$ cat config.mk
export PLATFORM = sky130hd
export DESIGN_NAME = lift_controller
export DESIGN_NICKNAME = d
export VERILOG_FILES = /design/src/rtl/lift_pkg.sv /design/src/rtl/lift_timer.sv /design/src/rtl/lift_controller.sv
export SDC_FILE = /design/constraint.sdc
export NUM_CORES = 1
export LEC_CHECK = 0
export ABC_AREA = 0
export BUFFER_PORTS_ARGS = -buffer_cell sky130_fd_sc_hd__buf_2
export CAP_MARGIN = 0
export CORE_ASPECT_RATIO = 2
export CORE_MARGIN = 5
export CORE_UTILIZATION = 55
export DETAILED_ROUTE_END_ITERATION = 10
export GPL_TIMING_DRIVEN = 0
export PLACE_DENSITY = 0.75
export SYNTH_ARGS = -nofsm -noshare
export SYNTH_HDL_FRONTEND = slang
export SYNTH_SLANG_ARGS = --single-unit
$ cat constraint.sdc
create_clock -name clk -period 4.1 [get_ports clk]
set_input_delay 0.41 -clock clk [delete_from_list [all_inputs] [get_ports clk]]
set_output_delay 0.41 -clock clk [all_outputs]
set_load 0.005 [all_outputs]
$ cat src/rtl/lift_pkg.sv
// lift_pkg: shared definitions for the lift blocks.
//   lift_state_t     scheduler state encoding (IDLE / MOVE_UP / MOVE_DOWN / DOOR_OPEN)
//   LIFT_NUM_FLOORS  default number of floors served by one car
//   LIFT_FLOOR_W     default width of a floor number
package lift_pkg;

  typedef enum logic [1:0] {
    IDLE      = 2'd0,
    MOVE_UP   = 2'd1,
    MOVE_DOWN = 2'd2,
    DOOR_OPEN = 2'd3
  } lift_state_t;

  localparam int LIFT_NUM_FLOORS = 8;
  localparam int LIFT_FLOOR_W    = 3;

endpackage

$ cat src/rtl/lift_timer.sv
// lift_timer: up-counter shared by travel and door timing.
//   Counts 0..term, flags the terminal value on tc and wraps to 0 on the
//   following edge. clr forces the count to 0 (wins over everything but
//   reset); hold freezes the count.
// Ports:
//   clk   in   1      system clock, rising edge
//   rst   in   1      synchronous active-high reset
//   clr   in   1      restart count at 0
//   hold  in   1      freeze count
//   term  in   CNT_W  terminal value (last count before wrap)
//   tc    out  1      count == term
module lift_timer #(
  parameter int CNT_W = 4
) (
  input  logic             clk,
  input  logic             rst,
  input  logic             clr,
  input  logic             hold,
  input  logic [CNT_W-1:0] term,
  output logic             tc
);

  logic [CNT_W-1:0] cnt;

  assign tc = (cnt == term);

  always_ff @(posedge clk) begin
    if (rst || clr) begin
      cnt <= '0;
    end else if (!hold) begin
      cnt <= tc ? '0 : cnt + CNT_W'(1);
    end
  end

endmodule

$ cat src/rtl/lift_controller.sv
// lift_controller: single-car scan scheduler.
//   Latches floor requests, moves the car one floor per TRAVEL_CYCLES and
//   keeps the door open for DOOR_CYCLES. The car keeps its direction while
//   requests remain ahead, then reverses.
// Optional feature: define LIFT_DOOR_HOLD_EN to add the door_hold input,
//   which keeps the door open (timer held at 0) while asserted in DOOR_OPEN.
// Ports:
//   clk        in   1           system clock, rising edge
//   rst        in   1           synchronous active-high reset
//   req        in   NUM_FLOORS  request pulses, one bit per floor
//   door_hold  in   1           (LIFT_DOOR_HOLD_EN only) hold door open
//   floor      out  FLOOR_W     current floor, registered
//   dir_up     out  1           last/current travel direction is up
//   moving     out  1           car travelling between floors
//   door_open  out  1           door open
//   pending    out  NUM_FLOORS  latched outstanding requests
module lift_controller
  import lift_pkg::*;
#(
  parameter int NUM_FLOORS    = LIFT_NUM_FLOORS,
  parameter int FLOOR_W       = LIFT_FLOOR_W,
  parameter int TRAVEL_CYCLES = 16,
  parameter int DOOR_CYCLES   = 32
) (
  input  logic                  clk,
  input  logic                  rst,
  input  logic [NUM_FLOORS-1:0] req,
`ifdef LIFT_DOOR_HOLD_EN
  input  logic                  door_hold,
`endif
  output logic [FLOOR_W-1:0]    floor,
  output logic                  dir_up,
  output logic                  moving,
  output logic                  door_open,
  output logic [NUM_FLOORS-1:0] pending
);

  localparam int CNT_MAX = (TRAVEL_CYCLES > DOOR_CYCLES) ? TRAVEL_CYCLES : DOOR_CYCLES;
  localparam int CNT_W   = $clog2(CNT_MAX);

  lift_state_t             state_q, state_d;
  logic [FLOOR_W-1:0]      floor_d;
  logic                    dir_d;
  logic [NUM_FLOORS-1:0]   clr;
  logic [NUM_FLOORS-1:0]   eff;
  logic [FLOOR_W-1:0]      nf;
  logic                    here_cur, above_cur, below_cur;
  logic                    here_nf, above_nf, below_nf;
  logic                    tmr_clr, tmr_hold, tmr_tc;
  logic [CNT_W-1:0]        tmr_term;

  function automatic logic [NUM_FLOORS-1:0] floor_bit(input logic [FLOOR_W-1:0] f);
    logic [NUM_FLOORS-1:0] b;
    b = '0;
    for (int i = 0; i < NUM_FLOORS; i++) begin
      if (i == int'(f)) b[i] = 1'b1;
    end
    return b;
  endfunction

  // A request arriving this cycle is acted on immediately, not a cycle late.
  assign eff = pending | req;

  // Request position relative to the current floor and to the floor the car
  // reaches at the end of the present travel step.
  always_comb begin
    nf        = (state_q == MOVE_DOWN) ? floor - FLOOR_W'(1) : floor + FLOOR_W'(1);
    here_cur  = 1'b0;
    above_cur = 1'b0;
    below_cur = 1'b0;
    here_nf   = 1'b0;
    above_nf  = 1'b0;
    below_nf  = 1'b0;
    for (int i = 0; i < NUM_FLOORS; i++) begin
      if (eff[i]) begin
        if (i == int'(floor)) here_cur  = 1'b1;
        if (i >  int'(floor)) above_cur = 1'b1;
        if (i <  int'(floor)) below_cur = 1'b1;
        if (i == int'(nf))    here_nf   = 1'b1;
        if (i >  int'(nf))    above_nf  = 1'b1;
        if (i <  int'(nf))    below_nf  = 1'b1;
      end
    end
  end

  always_comb begin
    state_d  = state_q;
    floor_d  = floor;
    dir_d    = dir_up;
    clr      = '0;
    tmr_clr  = 1'b0;
    tmr_hold = 1'b0;
    tmr_term = CNT_W'(TRAVEL_CYCLES - 1);
    case (state_q)
      IDLE: begin
        // Timer sits at 0 so travel/door timing starts cleanly on exit.
        tmr_hold = 1'b1;
        if (here_cur) begin
          state_d = DOOR_OPEN;
          clr     = floor_bit(floor);
        end else if (above_cur && below_cur) begin
          state_d = dir_up ? MOVE_UP : MOVE_DOWN;
        end else if (above_cur) begin
          state_d = MOVE_UP;
          dir_d   = 1'b1;
        end else if (below_cur) begin
          state_d = MOVE_DOWN;
          dir_d   = 1'b0;
        end
      end
      MOVE_UP, MOVE_DOWN: begin
        if (tmr_tc) begin
          floor_d = nf;
          if (here_nf) begin
            state_d = DOOR_OPEN;
            clr     = floor_bit(nf);
          end else if ((state_q == MOVE_UP) ? above_nf : below_nf) begin
            state_d = state_q;
          end else begin
            state_d = IDLE;
          end
        end
      end
      DOOR_OPEN: begin
        tmr_term = CNT_W'(DOOR_CYCLES - 1);
        // pending[floor] is always clear here, so here_cur means req[floor].
        if (here_cur) begin
          tmr_clr = 1'b1;
          clr     = floor_bit(floor);
`ifdef LIFT_DOOR_HOLD_EN
        end else if (door_hold) begin
          tmr_clr = 1'b1;
`endif
        end else if (tmr_tc) begin
          state_d = IDLE;
        end
      end
      default: state_d = IDLE;
    endcase
  end

  always_ff @(posedge clk) begin
    if (rst) begin
      state_q <= IDLE;
      floor   <= '0;
      dir_up  <= 1'b1;
      pending <= '0;
    end else begin
      state_q <= state_d;
      floor   <= floor_d;
      dir_up  <= dir_d;
      pending <= eff & ~clr;
    end
  end

  lift_timer #(.CNT_W(CNT_W)) u_timer (
    .clk  (clk),
    .rst  (rst),
    .clr  (tmr_clr),
    .hold (tmr_hold),
    .term (tmr_term),
    .tc   (tmr_tc)
  );

  assign moving    = (state_q == MOVE_UP) || (state_q == MOVE_DOWN);
  assign door_open = (state_q == DOOR_OPEN);

endmodule

* Yosys cells after proc, flatten, opt, wreduce, memory -nomap -nowiden
Index checks and enable logic that the tools add are counted.
** Operators by class
- Bitwise operators :: 5
- Order comparisons :: 28
- Reduce and logical (&&, ||, !) cells :: 12
- Add/sub/neg operators :: 3
- Equality and inequality tests :: 23
- Muxes and demuxes :: 126
** Operators with widths (count)
- $mux W1 :: 108
- $eq A3 B3 Y1 const A :: 8
- $gt A3 B3 Y1 const A :: 8
- $mux W8 :: 3
- $mux W2 :: 10
- $lt A3 B3 Y1 const A :: 6
- $pmux W8 S2 :: 1
- $eq A2 B3 Y1 const A :: 4
- $gt A2 B3 Y1 const A :: 4
- $lt A1 B3 Y1 const A :: 4
- $lt A2 B3 Y1 const A :: 4
- $mux W5 :: 2
- $and A8 B8 Y8 :: 1
- $not A8 Y8 :: 1
- $or A8 B8 Y8 :: 1
- $eq A1 B3 Y1 const A :: 2
- $gt A1 B3 Y1 const A :: 2
- $logic_not A3 Y1 :: 2
- $pmux W2 S3 :: 1
- $add A5 B1 Y5 const B :: 1
- $eq A5 B5 Y1 :: 1
- $ne A5 B5 Y1 const B :: 1
- $reduce_and A5 Y1 :: 1
- $eq A2 B2 Y1 const B :: 2
- other kinds (15) :: 19
** Storage, ports and cells
- Bits in registers :: 19
- Logic and storage cells :: 202
- Output and inout bits :: 14

* Depth between registers and ports, before layout
Gate-level depths: netlist of the first run.
- Word-level depth :: 24
- Gate-level depth with buffers :: 10
- Depth with buffers taken out :: 9

* Hierarchy
From an unflattened synthesis of the first run, not the netlist that was laid out.
** Second synthesis, totals
- Cell total of the unflattened synthesis :: 227
- Area, all modules :: 1841.8 um2
** Modules (own cells, without submodules)
- lift_controller :: cells each 186, instances 1, area an instance 1475.2 um2
- lift_timer :: cells each 41, instances 1, area an instance 366.6 um2

* Least setup slack after synthesis of the first run
Ideal clock, no wire load.
- Kind :: reg2reg
- From :: register floor[2]
- To :: register state_q[0]
- Slack :: 1.252 ns
- Period minus slack after synthesis :: 2.848 ns
- Buffers on the path :: 1
- Library setup time :: 0.121 ns
- Cell stages (with the launch flop) :: 11
- Data required time :: 3.979 ns
- Arrival :: 2.727 ns
- Cells stage by stage :: dfxtp_1 -> buf_2 -> inv_2 -> ha_1 -> nor2b_1 -> a21oi_2 -> mux2_4 -> a2111o_1 -> a31oi_2 -> a221oi_2 -> mux2_2
** On the way
- Longest elaborated chain between the ends :: 22
- Elaborated cells on any way between the ends :: 147
- Those cells by class :: add/sub (2); order compare (28); eq/ne (17); mux (96); reduce/logical (4)
** Ends and longest elaborated chain
- start, declared :: RTL line lift_controller.sv:31 : output logic [FLOOR_W-1:0] floor,
- start signal, assigned :: RTL line lift_controller.sv:150 : floor <= floor_d;
- parallel branches: the longest is 22 deep, another holds $add A3 B1 Y3
- end signal, assigned :: RTL line lift_controller.sv:149 : state_q <= state_d;
- end, declared :: RTL line lift_controller.sv:41 : lift_state_t state_q, state_d;
Parallel ways; which one is timed is not known. The select of a mux whose other input is x is not followed.
A chain may end at the register's enable or synchronous reset.

* Worst setup path in the final report of the first run
- From :: register floor[1]
- To :: register state_q[1]
Same word-level chain as after synthesis.

==> flow_metrics.py, run 1 <==
metrics = {
    "sta": {
        "slew_viol_final": 0,
        "rsz_0062_raised_after_global_routing": "no",
        "final.setup_skew_ns": 0.0111,
        "fmax_mhz": 298,
        "totalNegativeSetupSlack_ns": 0,
        "timing.final.crit_period_ns": 3.35,
        "setup-violations-final": 0,
        "timing.hold.ws_ns": 0.534,
        "worst-slew-pin-transition_ns": 0.878,
        "timing.max_slew.rel_slack_pct": 40.9,
        "finalHoldViolCount": 0,
        "final_min_period_over_clock_period_pct": 81.8,
    },
    "layout": {
        "area.growth.synth_to_final_pct": 11.9,
        "combined_area_of_the_multi_input_logic_cells_mm2": 0.00118,
        "antenna-diode-count": 0,
        "layout-drive-gt1-share_pct": 16.9,
        "finalInstanceArea_mm2": 0.00182,
        "sequential_cell_area_um2": 380,
        "nNetsFinal": 256,
        "filler_cells_inserted": 284,
        "final_cell_count_no_fill": 261,
    },
    "place": {
        "gp_congestion": 1.01,
        "post-place-cells": 257,
        "dpl-instance-area_mm2": 0.00177,
        "placement.io_buffers": 22,
        "detailed_place_hpwl_mm": 4.28,
    },
    "clock_tree": {
        "number_of_h_tree_levels": 1,
        "tritoncts.num_buffers": 3,
        "cts_num_sinks": 19,
        "clk_transition_reported_paths_ns": 0.08,
        "cts-resized-gates": 0,
        "post_cts_buffers": 0,
        "root_buffer": "sky130_fd_sc_hd__clkbuf_8",
        "cts.hold.buffers_added": 0,
        "clkLatencyLatePin_ns": 0.27,
        "cts-root-to-sink-buffers": 2,
        "cts_tree": "done",
    },
    "power_and_ir_drop": {
        "power.density_mw_per_mm2": 485,
        "ir_worst_vdd_mv": 0.364,
        "leakage_nw": 0.784,
        "cellInternalPower_mw": 0.481,
        "power_switching_share_pct": 45.5,
        "p_seq_share_pct": 26.5,
        "share_clk_of_total_power_pct": 15.8,
        "total_switching_power_mw": 0.402,
        "comb_power_share_pct": 57.7,
    },
    "routing": {
        "post_dr_wirelength_cell_um": 20.8,
        "ant_nets": 0,
        "detailedRoute.firstPassIterationCount": 4,
        "detail_route.vias_per_cell": 6.84,
        "routed_wl_mm": 5.43,
        "drt_iter0_drc": 77,
        "drc_violations_left": 0,
        "routed-via-count": 1786,
    },
    "global_routing": {
        "grt_usage_pct": 26.2,
        "grt.overflow.total": 0,
        "grt_pass1_vias": 1777,
        "grt_pass1_wl_mm": 8.63,
        "largest_net_degree_at_the_start_of_global_routing": 12,
        "grt_antenna_before_repair": 0,
    },
    "setup_path": {
        "largest_fanout_of_any_net_on_the_critical_path": 10,
        "timing.critical_path.from_type": "flip-flop",
        "arrival_ns": 3.52,
        "cp_class": "flip-flop to flip-flop",
        "end_kind": "flip-flop",
        "critPathRequiredTime_ns": 4.26,
        "timing.reg2reg.worst_path_depth": 10,
    },
    "floorplanning": {
        "die_h_um": 86.9,
        "rows": 28,
        "die_area_mm2": 0.00421,
        "coreArea_mm2": 0.00291,
        "floorplan.initialDensity_pct": 55.9,
        "ioPinCount": 24,
        "die_width_um": 48.4,
    },
    "run_status": {
        "outcome": "finished clean",
    },
    "synthesis": {
        "ys_warn_count": 0,
        "syn_area_mm2": 0.00163,
        "synth_enable_flop_cells": 0,
        "synth_top_area_share_pct": 23.4,
        "ys_seq_elements": 19,
        "ys_types": 54,
        "synthesis.instances": 205,
        "post_synth_most_frequent_cells": "sky130_fd_sc_hd__nor2_1 (27), sky130_fd_sc_hd__o21ai_0 (21), sky130_fd_sc_hd__dfxtp_1 (19)",
        "synth_nets": 229,
        "yosysTopAreaCell": "sky130_fd_sc_hd__dfxtp_1",
        "synthTopCellsByArea": "sky130_fd_sc_hd__dfxtp_1 (23%), sky130_fd_sc_hd__ha_1 (11%), sky130_fd_sc_hd__o21ai_0 (6.5%)",
        "synth_ff_type": "sky130_fd_sc_hd__dfxtp_1",
        "ys_seq_area_share_pct": 23.4,
        "post-synth-top-count-cell": "sky130_fd_sc_hd__nor2_1",
        "synthesis.area_per_instance_um2": 7.93,
        "ys_async_sr_fraction_pct": 0,
    },
    "min_path": {
        "hold_class": "flip-flop to flip-flop",
        "hold_path_depth": 2,
    },
    "run": {
        "number_of_maximum_capacitance_constraint_violations": 0,
    },
}
placed cells by master (no fill, tap or decap), types with 3 or more instances in the layout:
| cell type | synthesis | layout |
|---|---|---|
| sky130_fd_sc_hd__a211o_1 | 7 | 7 |
| sky130_fd_sc_hd__a211oi_1 | 3 | 3 |
| sky130_fd_sc_hd__a21oi_1 | 16 | 16 |
| sky130_fd_sc_hd__a31oi_1 | 6 | 6 |
| sky130_fd_sc_hd__buf_2 | 1 | 23 |
| sky130_fd_sc_hd__clkbuf_1 | 4 | 4 |
| sky130_fd_sc_hd__clkbuf_8 | 0 | 3 |
| sky130_fd_sc_hd__dfxtp_1 | 19 | 19 |
| sky130_fd_sc_hd__ha_1 | 14 | 14 |
| sky130_fd_sc_hd__inv_1 | 6 | 6 |
| sky130_fd_sc_hd__nand2_1 | 8 | 8 |
| sky130_fd_sc_hd__nand2b_1 | 4 | 4 |
| sky130_fd_sc_hd__nor2_1 | 27 | 27 |
| sky130_fd_sc_hd__nor2b_1 | 7 | 7 |
| sky130_fd_sc_hd__nor3_1 | 5 | 5 |
| sky130_fd_sc_hd__nor4_1 | 3 | 3 |
| sky130_fd_sc_hd__o21ai_0 | 21 | 21 |
| sky130_fd_sc_hd__o22ai_1 | 6 | 6 |
layout make-up:
type,instances,share of cell area [%]
Multi-Input combinational cell,172,65.1
Sequential cell,19,20.9
Timing Repair Buffer,22,6.05
Clock buffer,3,2.27
Tap cell,30,2.06
Buffer,7,1.93
Inverter,7,1.44
Clock inverter,1,0.275
state kept, by name, summed over array words and instances (netlist names):
signal / flops
dir_up: 1
pending: 8
state_q: 2
floor: 3
u_timer.cnt: 5
path summary, 6_finish.rpt:
| check | slack, ns | from | end |
|---|---|---|---|
| setup reg to reg | 0.75 | floor[1] | state_q[1] |
| setup / recovery | 0.75 | floor[1] | state_q[1] |
| hold reg to reg | 0.53 | u_timer.cnt[3] | u_timer.cnt[3] |
| hold / removal | 0.53 | u_timer.cnt[3] | u_timer.cnt[3] |
cells by family (layout without fill, tap and decap cells):
kind of cell / after synthesis / in the layout / synth area share (%)
compound gates: 81 / 81 / 33.6
simple gates: 67 / 67 / 20.6
flops: 19 / 19 / 23.4
fa+ha+maj: 14 / 14 / 10.8
buf+inv: 14 / 40 / 3.77
xor+xnor: 5 / 5 / 4.31
mux: 5 / 5 / 3.54
critical path, cell delays in order, from the launching register on:
cell and delay [ns]:
sky130_fd_sc_hd__dfxtp_1 0.54, sky130_fd_sc_hd__inv_1 0.23, sky130_fd_sc_hd__ha_1 0.33, sky130_fd_sc_hd__buf_4 0.19, sky130_fd_sc_hd__xnor2_4 0.32, sky130_fd_sc_hd__a22o_1 0.29, sky130_fd_sc_hd__o21ai_0 0.10, sky130_fd_sc_hd__a221oi_1 0.40
sky130_fd_sc_hd__a31oi_2 0.15, sky130_fd_sc_hd__a221oi_2 0.32, sky130_fd_sc_hd__mux2_2 0.38
per-stage QoR:
| stage | power [mW] | utilization, % | setup slack, ns |
|---|---|---|---|
| 6_report | 0.883 | 62.6 | 0.747 |
| 5_1_grt | 0.941 | 62.6 | 0.602 |
| 4_1_cts | 0.874 | 62.6 | 0.783 |
| 3_5_place_dp | 0.736 | 61.0 | 0.825 |
| 3_3_place_gp | 0.719 | 61.0 | 0.884 |
| 2_1_floorplan | 0.608 | - | 1.25 |
power groups by stage:
stage / clock, mW / combinational [mW] / sequential, mW
final: 0.140 / 0.509 / 0.234
after global routing: 0.149 / 0.555 / 0.237
after CTS: 0.139 / 0.501 / 0.234
after detailed placement: 0 / 0.497 / 0.238
after global placement: 0 / 0.484 / 0.235
after floorplan: 0 / 0.375 / 0.233
metal layers:
| layer | global-route usage (%) | share of wire, % |
|---|---|---|
| met1 | 25.1 | 33 |
| met4 | 20.4 | 7.2 |
| met2 | 48.3 | 52 |
| met5 | 0 | 0 |
| met3 | 3.60 | 7.4 |
Power figures use the tool's default switching activity.
==> run 2, diff against run 1 <==
==> constraint.sdc (replaced) <==
create_clock -name clk -period 3.3 [get_ports clk]
set_input_delay 0.33 -clock clk [delete_from_list [all_inputs] [get_ports clk]]
set_output_delay 0.33 -clock clk [all_outputs]
set_load 0.005 [all_outputs]
==> run 2 against run 1 <==
Setup slack worse by 0.64 ns. Hold slack worse by 0.0019 ns. Global-route usage unchanged. Cell count up 0.77%. Critical path depth unchanged. Core utilization up 0.86 points. Clock-buffer cell count unchanged. Register-to-register slack worse by 0.64 ns. Combinational power up 30%. Clock power up 23%. Die area unchanged. First-iteration DRC count up 18%. Critical path type unchanged. Largest power group unchanged.
==> flow_metrics.py, run 2 (synthesis gave the netlist of run 1 again) <==
metrics = {
    "power_and_ir_drop": {
        "leakage_nw": 0.795,
        "ir_worst_vdd_mv": 0.480,
        "power.density_mw_per_mm2": 611,
        "fin_total_pwr_mw": 1.13,
    },
    "global_routing": {
        "grt_antenna_before_repair": 0,
        "grt.overflow.total": 0,
        "grt_pass1_vias": 1777,
        "grt_pass1_wl_mm": 8.63,
        "grt_usage_pct": 26.2,
        "largest_net_degree_at_the_start_of_global_routing": 12,
    },
    "routing": {
        "drt_iter0_drc": 91,
        "drc_violations_left": 0,
        "detailedRoute.firstPassIterationCount": 5,
        "ant_nets": 0,
        "routed-via-count": 1829,
        "detail_route.vias_per_cell": 6.95,
        "routed_wl_mm": 5.54,
        "post_dr_wirelength_cell_um": 21.0,
    },
    "floorplanning": {
        "coreArea_mm2": 0.00291,
        "rows": 28,
        "die_h_um": 86.9,
        "ioPinCount": 24,
        "die_width_um": 48.4,
        "die_area_mm2": 0.00421,
        "floorplan.initialDensity_pct": 55.9,
    },
    "clock_tree": {
        "tritoncts.num_buffers": 3,
        "clkLatencyLatePin_ns": 0.27,
        "cts_tree": "done",
        "cts-root-to-sink-buffers": 2,
        "clk_transition_reported_paths_ns": 0.08,
        "cts_num_sinks": 19,
        "root_buffer": "sky130_fd_sc_hd__clkbuf_8",
        "number_of_h_tree_levels": 1,
    },
    "min_path": {
        "hold_path.startpoint": "u_timer.cnt[3]",
        "hold_class": "flip-flop to flip-flop",
        "hold_path_depth": 2,
        "hold_end": "u_timer.cnt[3]",
    },
    "layout": {
        "largest_register_ffs": 8,
        "most_common_cell_after_layout_fill_and_taps_aside": "sky130_fd_sc_hd__nor2_1",
        "largest-register": "pending",
        "nNetsFinal": 258,
        "layout_top_registers": "pending (8), u_timer.cnt (5), floor (3)",
        "area.growth.synth_to_final_pct": 13.5,
        "antenna-diode-count": 0,
        "most-common-layout-cells": "sky130_fd_sc_hd__nor2_1 (27), sky130_fd_sc_hd__buf_2 (23), sky130_fd_sc_hd__o21ai_0 (21)",
        "layout-drive-gt1-share_pct": 18.5,
        "filler_cells_inserted": 281,
        "finalInstanceArea_mm2": 0.00184,
        "final_core_util_pct": 63.4,
    },
    "setup_path": {
        "critPathRequiredTime_ns": 3.46,
        "timing.reg2reg.worst_path_depth": 10,
        "reg2reg_slack_ns": 0.10,
        "arrival_ns": 3.36,
        "largest_fanout_of_any_net_on_the_critical_path": 10,
        "end_kind": "flip-flop",
        "worstReg2RegEnd": "state_q[1]",
        "cp_class": "flip-flop to flip-flop",
        "r2r-start": "floor[2]",
        "timing.critical_path.from_type": "flip-flop",
    },
    "sta": {
        "fmax_mhz": 313,
        "totalNegativeSetupSlack_ns": 0,
        "final.setup_skew_ns": 0.00975,
        "finalHoldViolCount": 0,
        "setup-violations-final": 0,
        "timing.hold.ws_ns": 0.532,
        "final_min_period_over_clock_period_pct": 96.9,
        "rsz_0062_raised_after_global_routing": "no",
        "timing.max_slew.rel_slack_pct": 41.0,
        "worst-slew-pin-transition_ns": 0.877,
        "slew_viol_final": 0,
        "timing.final.crit_period_ns": 3.20,
    },
    "place": {
        "detailed_place_hpwl_mm": 4.28,
        "gp_congestion": 1.01,
        "placement.io_buffers": 22,
        "dpl-instance-area_mm2": 0.00177,
    },
    "run": {
        "number_of_maximum_capacitance_constraint_violations": 0,
    },
    "run_status": {
        "outcome": "finished clean",
    },
}
==> run 2: where the power goes <==
part	internal [mW]	total [mW]	switching, mW
clock	0.0843	0.172	0.0876
combinational	0.270	0.663	0.394
sequential	0.261	0.291	0.0304
total	0.615	1.13	0.512
==> run 2: how the worst max path moves through the flow <==
stage	from	slack [ns]	to	cells after the start
floorplan	floor[2]	0.45	state_q[0]	10
global placement	floor[2]	0.08	state_q[0]	10
detailed placement	floor[1]	0.03	state_q[1]	10
CTS	floor[0]	0.03	state_q[1]	10
global route	floor[2]	0.002	state_q[1]	10
finish	floor[2]	0.10	state_q[1]	10
==> run 2: layer usage <==
layer | vias to the layer above | GRT usage [%] | routed length [um]
li1 | 835 | - | -
met1 | 834 | 25.1 | 1840
met2 | 125 | 48.3 | 2900
met3 | 35 | 3.60 | 380
met4 | 0 | 20.4 | 414
met5 | - | 0 | 0
==> run 2: worst max-delay path: stages (launching register included) <==
cell and delay, ns:
sky130_fd_sc_hd__dfxtp_1 0.46, sky130_fd_sc_hd__buf_2 0.28, sky130_fd_sc_hd__inv_2 0.09, sky130_fd_sc_hd__ha_1 0.37, sky130_fd_sc_hd__nor2b_1 0.21, sky130_fd_sc_hd__a21oi_4 0.28, sky130_fd_sc_hd__mux2_4 0.33, sky130_fd_sc_hd__a2111o_1 0.48
sky130_fd_sc_hd__a31oi_2 0.20, sky130_fd_sc_hd__a221oi_2 0.10, sky130_fd_sc_hd__mux2_2 0.31
==> run 2: repair_timing <==
action                     in CTS  in global routing
gates cloned                    0                  0
hold buffers                    0                  0
resized for setup               1                  2
pin swaps                       0                  1
buffers inserted                0                  2
setup endpoints to repair       1                  8
==> run 2: per-stage QoR <==
step | worst slack [ns] | std cells
final | 0.104 | 263
after global routing | 0.00219 | 263
after CTS | 0.0260 | 261
after detailed placement | 0.0254 | 257
after global placement | 0.0839 | 257
after floorplan | 0.452 | 205
==> run 2: cell type report <==
class | count | area, um2 | share of cell area [%]
Multi-Input combinational cell | 172 | 1190 | 64.6
Sequential cell | 19 | 383 | 20.8
Timing Repair Buffer | 24 | 125 | 6.78
Clock buffer | 3 | 41.3 | 2.24
Tap cell | 30 | 37.5 | 2.04
Buffer | 7 | 35.0 | 1.90
Inverter | 7 | 26.3 | 1.42
Clock inverter | 1 | 5.00 | 0.271
==> run 3, diff against run 2 <==
--- a/config.mk
+++ b/config.mk
@@ -8,12 +8,13 @@
 export ABC_AREA = 0
 export BUFFER_PORTS_ARGS = -buffer_cell sky130_fd_sc_hd__buf_2
 export CAP_MARGIN = 0
-export CORE_ASPECT_RATIO = 2
+export CORE_ASPECT_RATIO = 1.25
 export CORE_MARGIN = 5
 export CORE_UTILIZATION = 55
 export DETAILED_ROUTE_END_ITERATION = 10
 export GPL_TIMING_DRIVEN = 0
-export PLACE_DENSITY = 0.75
+export PLACE_DENSITY = 0.74
 export SYNTH_ARGS = -nofsm -noshare
 export SYNTH_HDL_FRONTEND = slang
+export SYNTH_HIERARCHICAL = 1
 export SYNTH_SLANG_ARGS = --single-unit
==> run 3 against run 2 <==
Combinational power fell by 7.5%. Register-to-register slack improved by 0.05 ns. Clock-buffer cell count did not move. Clock power barely moved. Critical path depth rose by 1. Largest cell class unchanged.
==> flow_metrics.py, run 3 <==
metrics = {
    "run_status": {
        "outcome": "finished clean",
    },
    "setup_path": {
        "r2r-start": "floor[1]",
        "largest_fanout_of_any_net_on_the_critical_path": 10,
        "cp_class": "flip-flop to flip-flop",
        "end_kind": "flip-flop",
        "timing.critical_path.from_type": "flip-flop",
        "arrival_ns": 3.30,
        "startpoint": "floor[1]",
        "critPathRequiredTime_ns": 3.46,
    },
    "min_path": {
        "hold_class": "input port to flip-flop",
        "hold_path.startpoint": "rst",
    },
    "sta": {
        "final_min_period_over_clock_period_pct": 95.3,
        "timing.max_slew.rel_slack_pct": 54.7,
        "worst-slew-pin-transition_ns": 0.678,
        "finalHoldViolCount": 0,
        "fmax_mhz": 318,
        "setup-violations-final": 0,
        "timing.final.crit_period_ns": 3.14,
        "slew_viol_final": 0,
        "totalNegativeSetupSlack_ns": 0,
        "rsz_0062_raised_after_global_routing": "no",
        "final.setup_skew_ns": 0.00502,
        "timing.hold.ws_ns": 0.451,
    },
    "power_and_ir_drop": {
        "p_seq_share_pct": 27.7,
        "ir_worst_vdd_mv": 0.324,
        "total_switching_power_mw": 0.491,
        "comb_power_share_pct": 56.5,
        "cellInternalPower_mw": 0.593,
        "leakage_nw": 0.879,
        "power.density_mw_per_mm2": 522,
        "power_switching_share_pct": 45.3,
        "share_clk_of_total_power_pct": 15.8,
    },
    "routing": {
        "routed_wl_mm": 5.01,
        "post_dr_wirelength_cell_um": 17.1,
        "ant_nets": 0,
        "detail_route.vias_per_cell": 6.41,
        "detailedRoute.firstPassIterationCount": 5,
        "drt_iter0_drc": 158,
        "drc_violations_left": 0,
        "routed-via-count": 1884,
    },
    "synthesis": {
        "synthTopCellsByArea": "sky130_fd_sc_hd__dfxtp_1 (21%), sky130_fd_sc_hd__ha_1 (8.8%), sky130_fd_sc_hd__o21ai_0 (4.6%)",
        "synthesis.area_per_instance_um2": 8.11,
        "post_synth_most_frequent_cells": "sky130_fd_sc_hd__nor2_1 (21), sky130_fd_sc_hd__dfxtp_1 (19), sky130_fd_sc_hd__o21ai_0 (17)",
        "ys_warn_count": 6,
        "post-synth-top-count-cell": "sky130_fd_sc_hd__nor2_1",
        "synth_ff_type": "sky130_fd_sc_hd__dfxtp_1",
        "ys_async_sr_fraction_pct": 0,
        "syn_area_mm2": 0.00184,
        "yosysTopAreaCell": "sky130_fd_sc_hd__dfxtp_1",
        "ys_seq_area_share_pct": 20.7,
        "synthesis.instances": 227,
        "ys_seq_elements": 19,
        "synth_enable_flop_cells": 0,
        "synth_top_area_share_pct": 20.7,
        "ys_types": 60,
    },
    "place": {
        "placement.io_buffers": 23,
        "gp_congestion": 0.968,
        "detailed_place_hpwl_mm": 3.83,
        "dpl-instance-area_mm2": 0.00201,
    },
    "floorplanning": {
        "coreArea_mm2": 0.00322,
        "die_h_um": 74.7,
        "die_area_mm2": 0.00461,
        "die_width_um": 61.8,
        "rows": 23,
        "ioPinCount": 24,
        "floorplan.initialDensity_pct": 57.1,
    },
    "global_routing": {
        "grt.overflow.total": 0,
        "grt_usage_pct": 24.0,
        "largest_net_degree_at_the_start_of_global_routing": 12,
        "grt_pass1_vias": 1845,
        "grt_pass1_wl_mm": 8.49,
        "grt_antenna_before_repair": 0,
    },
    "clock_tree": {
        "root_buffer": "sky130_fd_sc_hd__clkbuf_8",
        "post_cts_buffers": 0,
        "cts-resized-gates": 0,
        "number_of_h_tree_levels": 1,
        "clk_transition_reported_paths_ns": 0.08,
        "cts-root-to-sink-buffers": 2,
        "tritoncts.num_buffers": 3,
        "cts_tree": "done",
        "clkLatencyLatePin_ns": 0.26,
        "cts_num_sinks": 19,
        "cts.hold.buffers_added": 0,
    },
    "layout": {
        "most_common_cell_after_layout_fill_and_taps_aside": "sky130_fd_sc_hd__buf_2",
        "largest-register": "pending",
        "antenna-diode-count": 0,
        "nNetsFinal": 281,
        "largest_register_ffs": 8,
        "final_core_util_pct": 64.4,
        "filler_cells_inserted": 304,
        "most-common-layout-cells": "sky130_fd_sc_hd__buf_2 (27), sky130_fd_sc_hd__nor2_1 (21), sky130_fd_sc_hd__dfxtp_1 (19)",
        "layout_top_registers": "pending (8), u_timer/cnt (5), floor (3)",
        "area.growth.synth_to_final_pct": 12.8,
        "finalInstanceArea_mm2": 0.00208,
        "layout-drive-gt1-share_pct": 21.4,
    },
    "run": {
        "number_of_maximum_capacitance_constraint_violations": 0,
    },
}
==> run 3: cell count changes in the layout (fill, tap and decap cells not counted), moves of 5 or more <==
cell / delta
sky130_fd_sc_hd__nor2_1: -6
sky130_fd_sc_hd__a31oi_1: -5
sky130_fd_sc_hd__inv_1: +6
sky130_fd_sc_hd__nand3_1: +8
==> run 3: path summary, 6_finish.rpt <==
kind / to / slack (ns) / cells after the start
max: state_q[0] / 0.16 / 11
min: pending[1] / 0.45 / 3
min reg2reg: state_q[0] / 0.53 / 2
max reg2reg: state_q[0] / 0.16 / 11
==> run 3: critical path, cell delays in order, from the launching register on <==
cell	delay, ns
sky130_fd_sc_hd__dfxtp_1	0.37
sky130_fd_sc_hd__clkbuf_1	0.31
sky130_fd_sc_hd__inv_1	0.19
sky130_fd_sc_hd__ha_1	0.36
sky130_fd_sc_hd__buf_2	0.19
sky130_fd_sc_hd__nand3b_1	0.16
sky130_fd_sc_hd__a21oi_1	0.41
sky130_fd_sc_hd__o221a_2	0.27
sky130_fd_sc_hd__o2111ai_1	0.11
sky130_fd_sc_hd__and3_1	0.20
sky130_fd_sc_hd__a211o_1	0.34
sky130_fd_sc_hd__mux2i_1	0.13
==> run 3: final cells by class <==
class | count | area (um2) | share of cell area (%)
multi-input combinational | 189 | 1390 | 67.1
buffer | 9 | 46.3 | 2.23
clock buffer | 3 | 41.3 | 1.99
clock inverter | 1 | 5.00 | 0.241
timing repair buffer | 23 | 115 | 5.54
tap | 37 | 46.3 | 2.23
sequential | 19 | 380 | 18.3
inverter | 13 | 48.8 | 2.35
==> run 3: stage by stage <==
stage	power [mW]	std cells	setup slack (ns)
3_3_place_gp	0.894	290	0.158
6_report	1.08	294	0.155
2_1_floorplan	0.755	230	0.650
4_1_cts	1.08	294	0.149
5_1_grt	1.18	294	0.00102
3_5_place_dp	0.904	290	0.170
==> run 3: power groups by stage <==
stage               Sequential (mW)  Combinational (mW)  Clock, mW
CTS                           0.300               0.599      0.175
detailed placement            0.306               0.598          0
global placement              0.304               0.590          0
floorplan                     0.297               0.458          0
finish                        0.300               0.613      0.171
global route                  0.306               0.686      0.187
==> run 3: routing by layer <==
layer	track usage [%]	vias up	part of all wire, %
li1	-	908	-
met1	30.7	882	43
met2	39.0	78	48
met3	3.09	16	5.8
met4	11.8	0	3.6
met5	0	-	0
==> run 3: logic make-up after synthesis <==
family,Yosys count,synth area share (%)
xor gates and xnor gates,7,4.96
AOI/OAI and AO/OA,80,32.1
other,1,0.204
DFF,19,20.7
muxes,8,4.62
and+or+nand+nor,77,23.4
adders and majority gates,13,8.83
buffers and inverters,22,5.16
